==> config.mk <==
export PLATFORM = sky130hd
export DESIGN_NAME = div_sequencer
export DESIGN_NICKNAME = d
export VERILOG_FILES = /design/src/rtl/div_sequencer.sv
export SDC_FILE = /design/constraint.sdc
export NUM_CORES = 1
export LEC_CHECK = 0
export BUFFER_PORTS_ARGS = -buffer_cell sky130_fd_sc_hd__buf_4
export CORE_AREA = 5 5 101 103
export CTS_CLUSTER_DIAMETER = 80
export DETAILED_ROUTE_END_ITERATION = 8
export DIE_AREA = 0 0 106 108
export GPL_TIMING_DRIVEN = 1
export PLACE_DENSITY = 0.81
export SLEW_MARGIN = 15
export SYNTH_ARGS = -nofsm -noshare
export SYNTH_HDL_FRONTEND = slang
export SYNTH_SLANG_ARGS = --single-unit
==> constraint.sdc <==
create_clock -name clk -period 1.8 [get_ports clk]
set_input_delay 0.18 -clock clk [delete_from_list [all_inputs] [get_ports clk]]
set_output_delay 0.18 -clock clk [all_outputs]
set_load 0.01 [all_outputs]
==> src/rtl/div_sequencer.sv <==
// Sequencer between M-extension issue and the multi-cycle divider: holds operands, pulses start, returns result.
// Optional one-entry result cache enabled by defining DIV_SEQ_RESULT_CACHE_EN; width defaults to 32.
module div_sequencer #(
  parameter int XLEN = 32
) (
  input  logic            clk,
  input  logic            reset_n,
  input  logic            req_valid,
  output logic            req_ready,
  input  logic [1:0]      req_op,
  input  logic            req_word,
  input  logic [XLEN-1:0] req_a,
  input  logic [XLEN-1:0] req_b,
  input  logic            flush,
  output logic            resp_valid,
  input  logic            resp_ready,
  output logic [XLEN-1:0] resp_data,
  output logic            busy,
  output logic            div_start,
  output logic [1:0]      div_op,
  output logic            div_word,
  output logic [XLEN-1:0] div_dividend,
  output logic [XLEN-1:0] div_divisor,
  input  logic [XLEN-1:0] div_result,
  input  logic            div_busy,
  input  logic            div_ready
);

  localparam logic [2:0] S_IDLE  = 3'd0;
  localparam logic [2:0] S_START = 3'd1;
  localparam logic [2:0] S_WAIT  = 3'd2;
  localparam logic [2:0] S_RESP  = 3'd3;
  localparam logic [2:0] S_DRAIN = 3'd4;

  logic [2:0]      r_state;
  logic [2:0]      w_next;
  logic [1:0]      r_op;
  logic            r_word;
  logic [XLEN-1:0] r_a;
  logic [XLEN-1:0] r_b;
  logic [XLEN-1:0] r_resp_data;
  logic            w_accept;
  logic            w_word_in;
  logic            w_capture;
  logic            w_hit;
  logic            w_unused_div_busy;

  assign w_unused_div_busy = div_busy;
  assign w_accept  = req_valid & (r_state == S_IDLE) & ~flush;
  assign w_word_in = (XLEN == 64) ? req_word : 1'b0;
  assign w_capture = (r_state == S_WAIT) & div_ready & ~flush;

`ifdef DIV_SEQ_RESULT_CACHE_EN
  logic            r_c_valid;
  logic [1:0]      r_c_op;
  logic            r_c_word;
  logic [XLEN-1:0] r_c_a;
  logic [XLEN-1:0] r_c_b;
  logic [XLEN-1:0] r_c_res;

  assign w_hit = r_c_valid & (r_c_op == req_op) & (r_c_word == w_word_in) &
                 (r_c_a == req_a) & (r_c_b == req_b);

  // Cache holds the last captured result; only reset clears it, flush does not.
  always_ff @(posedge clk or negedge reset_n) begin
    if (!reset_n) begin
      r_c_valid <= 1'b0;
      r_c_op    <= 2'b00;
      r_c_word  <= 1'b0;
      r_c_a     <= {XLEN{1'b0}};
      r_c_b     <= {XLEN{1'b0}};
      r_c_res   <= {XLEN{1'b0}};
    end else if (w_capture) begin
      r_c_valid <= 1'b1;
      r_c_op    <= r_op;
      r_c_word  <= r_word;
      r_c_a     <= r_a;
      r_c_b     <= r_b;
      r_c_res   <= div_result;
    end
  end
`else
  assign w_hit = 1'b0;
`endif

  // Next-state selection; the divider cannot abort, so a flush mid-operation drains.
  always_comb begin
    w_next = r_state;
    case (r_state)
      S_IDLE: begin
        if (w_accept) begin
          w_next = w_hit ? S_RESP : S_START;
        end else begin
          w_next = S_IDLE;
        end
      end
      S_START: begin
        w_next = flush ? S_DRAIN : S_WAIT;
      end
      S_WAIT: begin
        if (div_ready) begin
          w_next = flush ? S_IDLE : S_RESP;
        end else if (flush) begin
          w_next = S_DRAIN;
        end else begin
          w_next = S_WAIT;
        end
      end
      S_RESP: begin
        if (flush || resp_ready) begin
          w_next = S_IDLE;
        end else begin
          w_next = S_RESP;
        end
      end
      S_DRAIN: begin
        w_next = div_ready ? S_IDLE : S_DRAIN;
      end
      default: begin
        w_next = S_IDLE;
      end
    endcase
  end

  // State, operand latches and result capture.
  always_ff @(posedge clk or negedge reset_n) begin
    if (!reset_n) begin
      r_state     <= S_IDLE;
      r_op        <= 2'b00;
      r_word      <= 1'b0;
      r_a         <= {XLEN{1'b0}};
      r_b         <= {XLEN{1'b0}};
      r_resp_data <= {XLEN{1'b0}};
    end else begin
      r_state <= w_next;
      if (w_accept) begin
        r_op   <= req_op;
        r_word <= w_word_in;
        r_a    <= req_a;
        r_b    <= req_b;
      end
      if (w_capture) begin
        r_resp_data <= div_result;
      end else if (w_accept && w_hit) begin
`ifdef DIV_SEQ_RESULT_CACHE_EN
        r_resp_data <= r_c_res;
`else
        r_resp_data <= r_resp_data;
`endif
      end
    end
  end

  assign req_ready    = (r_state == S_IDLE);
  assign busy         = (r_state != S_IDLE);
  assign div_start    = (r_state == S_START);
  assign resp_valid   = (r_state == S_RESP);
  assign resp_data    = r_resp_data;
  assign div_op       = r_op;
  assign div_word     = r_word;
  assign div_dividend = r_a;
  assign div_divisor  = r_b;

endmodule
# Word-level counts from Yosys, hierarchy flattened
# Index checks and enable logic that the tools add are counted.
# word_totals
ff_bits	101
output_inout_bits	103
elab_cells	24
# classes
eq_ne	4
mux	7
bitwise_logic	5
n_reduce_logical	3
# ops
cell	count
one-hot mux 3 bit (5 select lines)	1
two-way mux 3 bit	3
equality test 3 x 2 -> 1 bit, second input constant	2
bitwise AND 1 bit	4
two-way mux 2 bit	2
equality test 3 x 1 -> 1 bit, second input constant	1
equality test 3 bit, second input constant	1
zero test 3 bit	1
nonzero test 3 bit	1
logical OR 1 bit	1
two-way mux 1 bit	1
inverter 1 bit	1

# Logic depth before layout (Yosys ltp)
# logic_depth
ltp_word	5
ltp_mapped	6

# Worst setup path before layout
# No wires, ideal clock.
# synth_path
kind	reg2reg
start	register r_state[1]
end	register r_a[0], in the netlist div_dividend[0]
setup_time_ns	0.125
arrival_time_ns	1.270
required_time_ns	1.675
slack_ns	0.405
path_stages_with_launch	7
n_path_buf	3
period_less_slack_ns	1.395
cell_sequence	dfrtp_1 -> buf_6 -> nor2_4 -> nand3_2 -> buf_6 -> buf_6 -> mux2_4
# synth_via
elab_chain_cells	3
# synth_rtl
element	line_no	source
from (decl)	35	logic [2:0] r_state;
from (signal assigned)	135	r_state <= w_next;
zero test 3 bit	49	assign w_accept = req_valid & (r_state == S_IDLE) & ~flush;
bitwise AND 1 bit (2 in a row)	49	
to (signal assigned)	131	r_a <= {XLEN{1'b0}};
to (signal assigned)	139	r_a <= req_a;
to (decl)	39	logic [XLEN-1:0] r_a;
# No other way between the ends.
# A chain may end at the register's enable or synchronous reset.

# Final worst setup path
# layout_path
start	register r_state[1]
end	register r_a[30], in the netlist div_dividend[30]
# The elaborated chain is that of the path after synthesis.

==> impl_metrics.xml <==
<?xml version="1.0" encoding="UTF-8"?>
<metrics>
  <group name="status">
    <metric name="outcome" unit="">completed</metric>
  </group>
  <group name="sta">
    <metric name="grt_setup_unrepaired" unit="">false</metric>
    <metric name="maxSlewViolCount" unit="">0</metric>
    <metric name="setup_viol" unit="">0</metric>
    <metric name="setup_tns" unit="ns">0</metric>
    <metric name="worst_hold_slack" unit="ns">0.03375</metric>
    <metric name="timing.final.hold_violations" unit="">0</metric>
    <metric name="maxClockFrequency" unit="GHz">0.6307</metric>
    <metric name="worst_clock_skew" unit="ns">0.009498</metric>
    <metric name="timing.final.ws_setup" unit="ns">0.2145</metric>
    <metric name="fin_crit" unit="ns">1.585</metric>
    <metric name="final_min_period_over_clock_period" unit="">0.8808</metric>
  </group>
  <group name="floorplanning">
    <metric name="starting_utilization_of_the_core_area" unit="">0.4371</metric>
    <metric name="die_y" unit="um">108</metric>
    <metric name="die_width" unit="um">106</metric>
    <metric name="count_of_pins_on_the_block_boundary" unit="">209</metric>
    <metric name="placement_rows" unit="">35</metric>
    <metric name="die_area" unit="mm^2">0.01145</metric>
    <metric name="fp.coreArea" unit="mm^2">0.009109</metric>
  </group>
  <group name="clock_tree">
    <metric name="tritoncts" unit="">done</metric>
    <metric name="cts.path.max_buffers" unit="">2</metric>
    <metric name="clock-sinks" unit="">101</metric>
    <metric name="clock_tree.htree_level_count" unit="">3</metric>
    <metric name="clk-insertion-delay-late" unit="ns">0.35</metric>
    <metric name="clk_root_buffer_cell" unit="">sky130_fd_sc_hd__clkbuf_8</metric>
    <metric name="cts_made_buffers" unit="">9</metric>
    <metric name="cts.reportedPaths.clkPinSlew" unit="ns">0.10</metric>
  </group>
  <group name="power_and_ir_drop">
    <metric name="internal-power" unit="mW">6.513</metric>
    <metric name="pwr-share-seq" unit="">0.421</metric>
    <metric name="pwr-share-comb" unit="">0.441</metric>
    <metric name="power.share.clock" unit="">0.138</metric>
    <metric name="total_leakage_power" unit="nW">3.014</metric>
    <metric name="p_sw_frac" unit="">0.3154</metric>
    <metric name="ir_drop" unit="mV">0.9110</metric>
    <metric name="pwr_density_cell" unit="mW/mm^2">1626</metric>
    <metric name="power.switching" unit="mW">3.001</metric>
  </group>
  <group name="global_routing">
    <metric name="global_route.overflow_total" unit="">0</metric>
    <metric name="gr_usage_total" unit="">0.1696</metric>
    <metric name="grt_antenna_before_repair" unit="">0</metric>
    <metric name="grt_start_max_net_pins" unit="">49</metric>
    <metric name="grt_pass1_vias" unit="">3049</metric>
    <metric name="grt_first_pass_wirelength" unit="um">15310</metric>
  </group>
  <group name="detailed_routing">
    <metric name="wl" unit="um">9730</metric>
    <metric name="post_drt_via_cell_ratio" unit="">4.871</metric>
    <metric name="ant_nets" unit="">0</metric>
    <metric name="wl_per_cell" unit="um">17.47</metric>
    <metric name="num_vias" unit="">2713</metric>
    <metric name="number_of_iterations_in_the_first_detailed_routing_pass" unit="">4</metric>
    <metric name="detail_route.iter0.violations" unit="">90</metric>
    <metric name="drt_drc_violations_left" unit="">0</metric>
  </group>
  <group name="finish">
    <metric name="final_core_utilization" unit="">0.6423</metric>
    <metric name="post_route_cells_drive_above_1_share" unit="">0.7287</metric>
    <metric name="final_cell_mix" unit="">207 x sky130_fd_sc_hd__buf_4, 101 x sky130_fd_sc_hd__dfrtp_1, 66 x sky130_fd_sc_hd__mux2_2</metric>
    <metric name="synthToLayoutAreaGrowth" unit="%">46.95</metric>
    <metric name="most_common_cell_after_layout_fill_and_taps_aside" unit="">sky130_fd_sc_hd__buf_4</metric>
    <metric name="n_fill_cell" unit="">704</metric>
    <metric name="finish.net_count" unit="">547</metric>
    <metric name="num_antenna_cells" unit="">0</metric>
  </group>
  <group name="setup_path">
    <metric name="max_stage_delay" unit="ns">0.62</metric>
    <metric name="cp_top_family" unit="">flip-flops</metric>
    <metric name="worstSetupPathType" unit="">flop to flop</metric>
    <metric name="cp.required" unit="ns">2.03</metric>
    <metric name="r2r_setup_slack" unit="ns">0.21</metric>
    <metric name="critical_path_buf_inv_count" unit="">1</metric>
    <metric name="worstPathArrival" unit="ns">1.82</metric>
    <metric name="critical_path.startpoint_type" unit="">flop</metric>
    <metric name="end_kind" unit="">flop</metric>
    <metric name="sequence_of_cells_on_the_critical_path" unit="">nor2_4 -&gt; nand3_4 -&gt; buf_12 -&gt; mux2_2</metric>
    <metric name="cp_slowest_cell" unit="">sky130_fd_sc_hd__dfrtp_1</metric>
    <metric name="timing.critical_path.fanout_max" unit="">39</metric>
  </group>
  <group name="logic_synthesis">
    <metric name="yosysSeqAreaShare" unit="">0.6348</metric>
    <metric name="post_synthesis_register_bit_count" unit="">101</metric>
    <metric name="synthAdderAreaFrac" unit="">0</metric>
    <metric name="post_synth_and_or_nand_nor_area_fraction" unit="">0.02640</metric>
    <metric name="ys_types" unit="">21</metric>
    <metric name="synth_area_per_cell" unit="um^2">17.31</metric>
    <metric name="synth_cells" unit="">230</metric>
    <metric name="largest_family_of_logic_cells_by_synthesized_area" unit="">multiplexers</metric>
    <metric name="synth_compound_gate_area_share" unit="">0.005971</metric>
    <metric name="muxShareOfSynthArea" unit="">0.3045</metric>
    <metric name="ys_warn_count" unit="">0</metric>
    <metric name="xor_xnor_portion_of_the_synthesized_cell_area" unit="">0</metric>
    <metric name="syn-cell-area" unit="mm^2">0.003981</metric>
    <metric name="synthesis.nets" unit="">336</metric>
  </group>
  <group name="placed_design">
    <metric name="number_of_input_and_output_port_buffers_inserted" unit="">205</metric>
    <metric name="detailed_place_hpwl" unit="um">7371</metric>
    <metric name="place_ws" unit="ns">0.01293</metric>
    <metric name="gpl.final_weighted_congestion" unit="">0.7535</metric>
  </group>
  <group name="job">
    <metric name="timing.max_cap.violations" unit="">0</metric>
  </group>
  <group name="min_path">
    <metric name="classification_of_the_worst_slack_hold_path" unit="">primary input to flop</metric>
  </group>
</metrics>
-- per-stage QoR --
stage	cell area (um^2)	total power, mW	cells
finish	5851	9.515	557
global route	5851	10.15	557
CTS	5827	9.645	556
detailed placement	5640	8.305	539
global placement	5640	8.140	539
floorplan	3981	5.927	230
-- area by class of cell --
type,instances,area (um^2),share of cell area
Sequential cell,101,2527,0.4320
Inverter,2,7.507,0.001283
Clock buffer,11,141.4,0.02417
Timing Repair Buffer,211,1624,0.2776
Clock inverter,5,35.03,0.005988
Multi-Input combinational cell,116,1376,0.2352
Tap cell,111,138.9,0.02374
-- final timing paths --
kind	start	to	cells after the start
max in group asynchronous	reset_n	div_dividend[16]	3
worst max-delay path	r_state[1]	div_dividend[30]	4
worst min-delay path	div_result[23]	resp_data[23]	2
min in group asynchronous	reset_n	resp_data[19]	2
worst min register to register	resp_data[29]	resp_data[29]	1
worst max register to register	r_state[1]	div_dividend[30]	4
-- power groups by stage --
stage	Combinational (mW)	Clock (mW)	Sequential, mW
3_5_place_dp	4.26	0	4.05
4_1_cts	4.27	1.37	4.01
2_1_floorplan	1.44	0	4.49
3_3_place_gp	4.16	0	3.98
6_report	4.20	1.31	4.00
5_1_grt	4.51	1.47	4.16
-- cells in the mapped netlist --
cell / count / area, um^2
sky130_fd_sc_hd__a31oi_1: 2 / 12.51
sky130_fd_sc_hd__and3b_1: 1 / 8.760
sky130_fd_sc_hd__buf_2: 3 / 15.01
sky130_fd_sc_hd__buf_4: 4 / 30.03
sky130_fd_sc_hd__buf_6: 5 / 56.30
sky130_fd_sc_hd__conb_1: 1 / 3.750
sky130_fd_sc_hd__dfrtp_1: 101 / 2527
sky130_fd_sc_hd__inv_1: 2 / 7.510
sky130_fd_sc_hd__mux2_1: 3 / 33.78
sky130_fd_sc_hd__mux2_2: 66 / 743.2
sky130_fd_sc_hd__mux2_4: 29 / 435.4
sky130_fd_sc_hd__nand2_1: 2 / 7.510
sky130_fd_sc_hd__nand3_1: 1 / 5.000
sky130_fd_sc_hd__nand3_2: 1 / 10.01
sky130_fd_sc_hd__nand4b_1: 1 / 8.760
sky130_fd_sc_hd__nand4b_4: 1 / 23.77
sky130_fd_sc_hd__nor2_1: 1 / 3.750
sky130_fd_sc_hd__nor2_4: 2 / 22.52
sky130_fd_sc_hd__nor3b_1: 2 / 15.01
sky130_fd_sc_hd__o21ai_0: 1 / 5.000
sky130_fd_sc_hd__o22ai_1: 1 / 6.260
-- flip-flops by register name, summed over array words and instances (netlist names) --
name	flops
div_dividend	32
div_divisor	32
resp_data	32
r_state	3
div_op	2
-- timing repair --
action,4_1_cts,5_1_grt
resized for setup,0,1
hold endpoints to repair,26,0
hold buffers,1,0
setup endpoints to repair,0,32
buffers inserted,0,0
-- layer usage --
layer | up-vias | track usage | wire, um
li1 | 1226 | - | -
met1 | 1344 | 0.1934 | 3471
met2 | 128 | 0.2910 | 5051
met3 | 15 | 0.06806 | 1023
met4 | 0 | 0.05920 | 183
met5 | - | 0 | 0
-- kinds of logic (layout without fill, tap and decap cells) --
| family | count (synthesis) | count (layout) |
|---|---|---|
| other cells | 1 | 1 |
| compound gates | 4 | 4 |
| mux | 98 | 98 |
| buf+inv | 14 | 229 |
| simple gates | 12 | 13 |
| flops | 101 | 101 |
No activity file was read; power rests on OpenSTA's default activity.
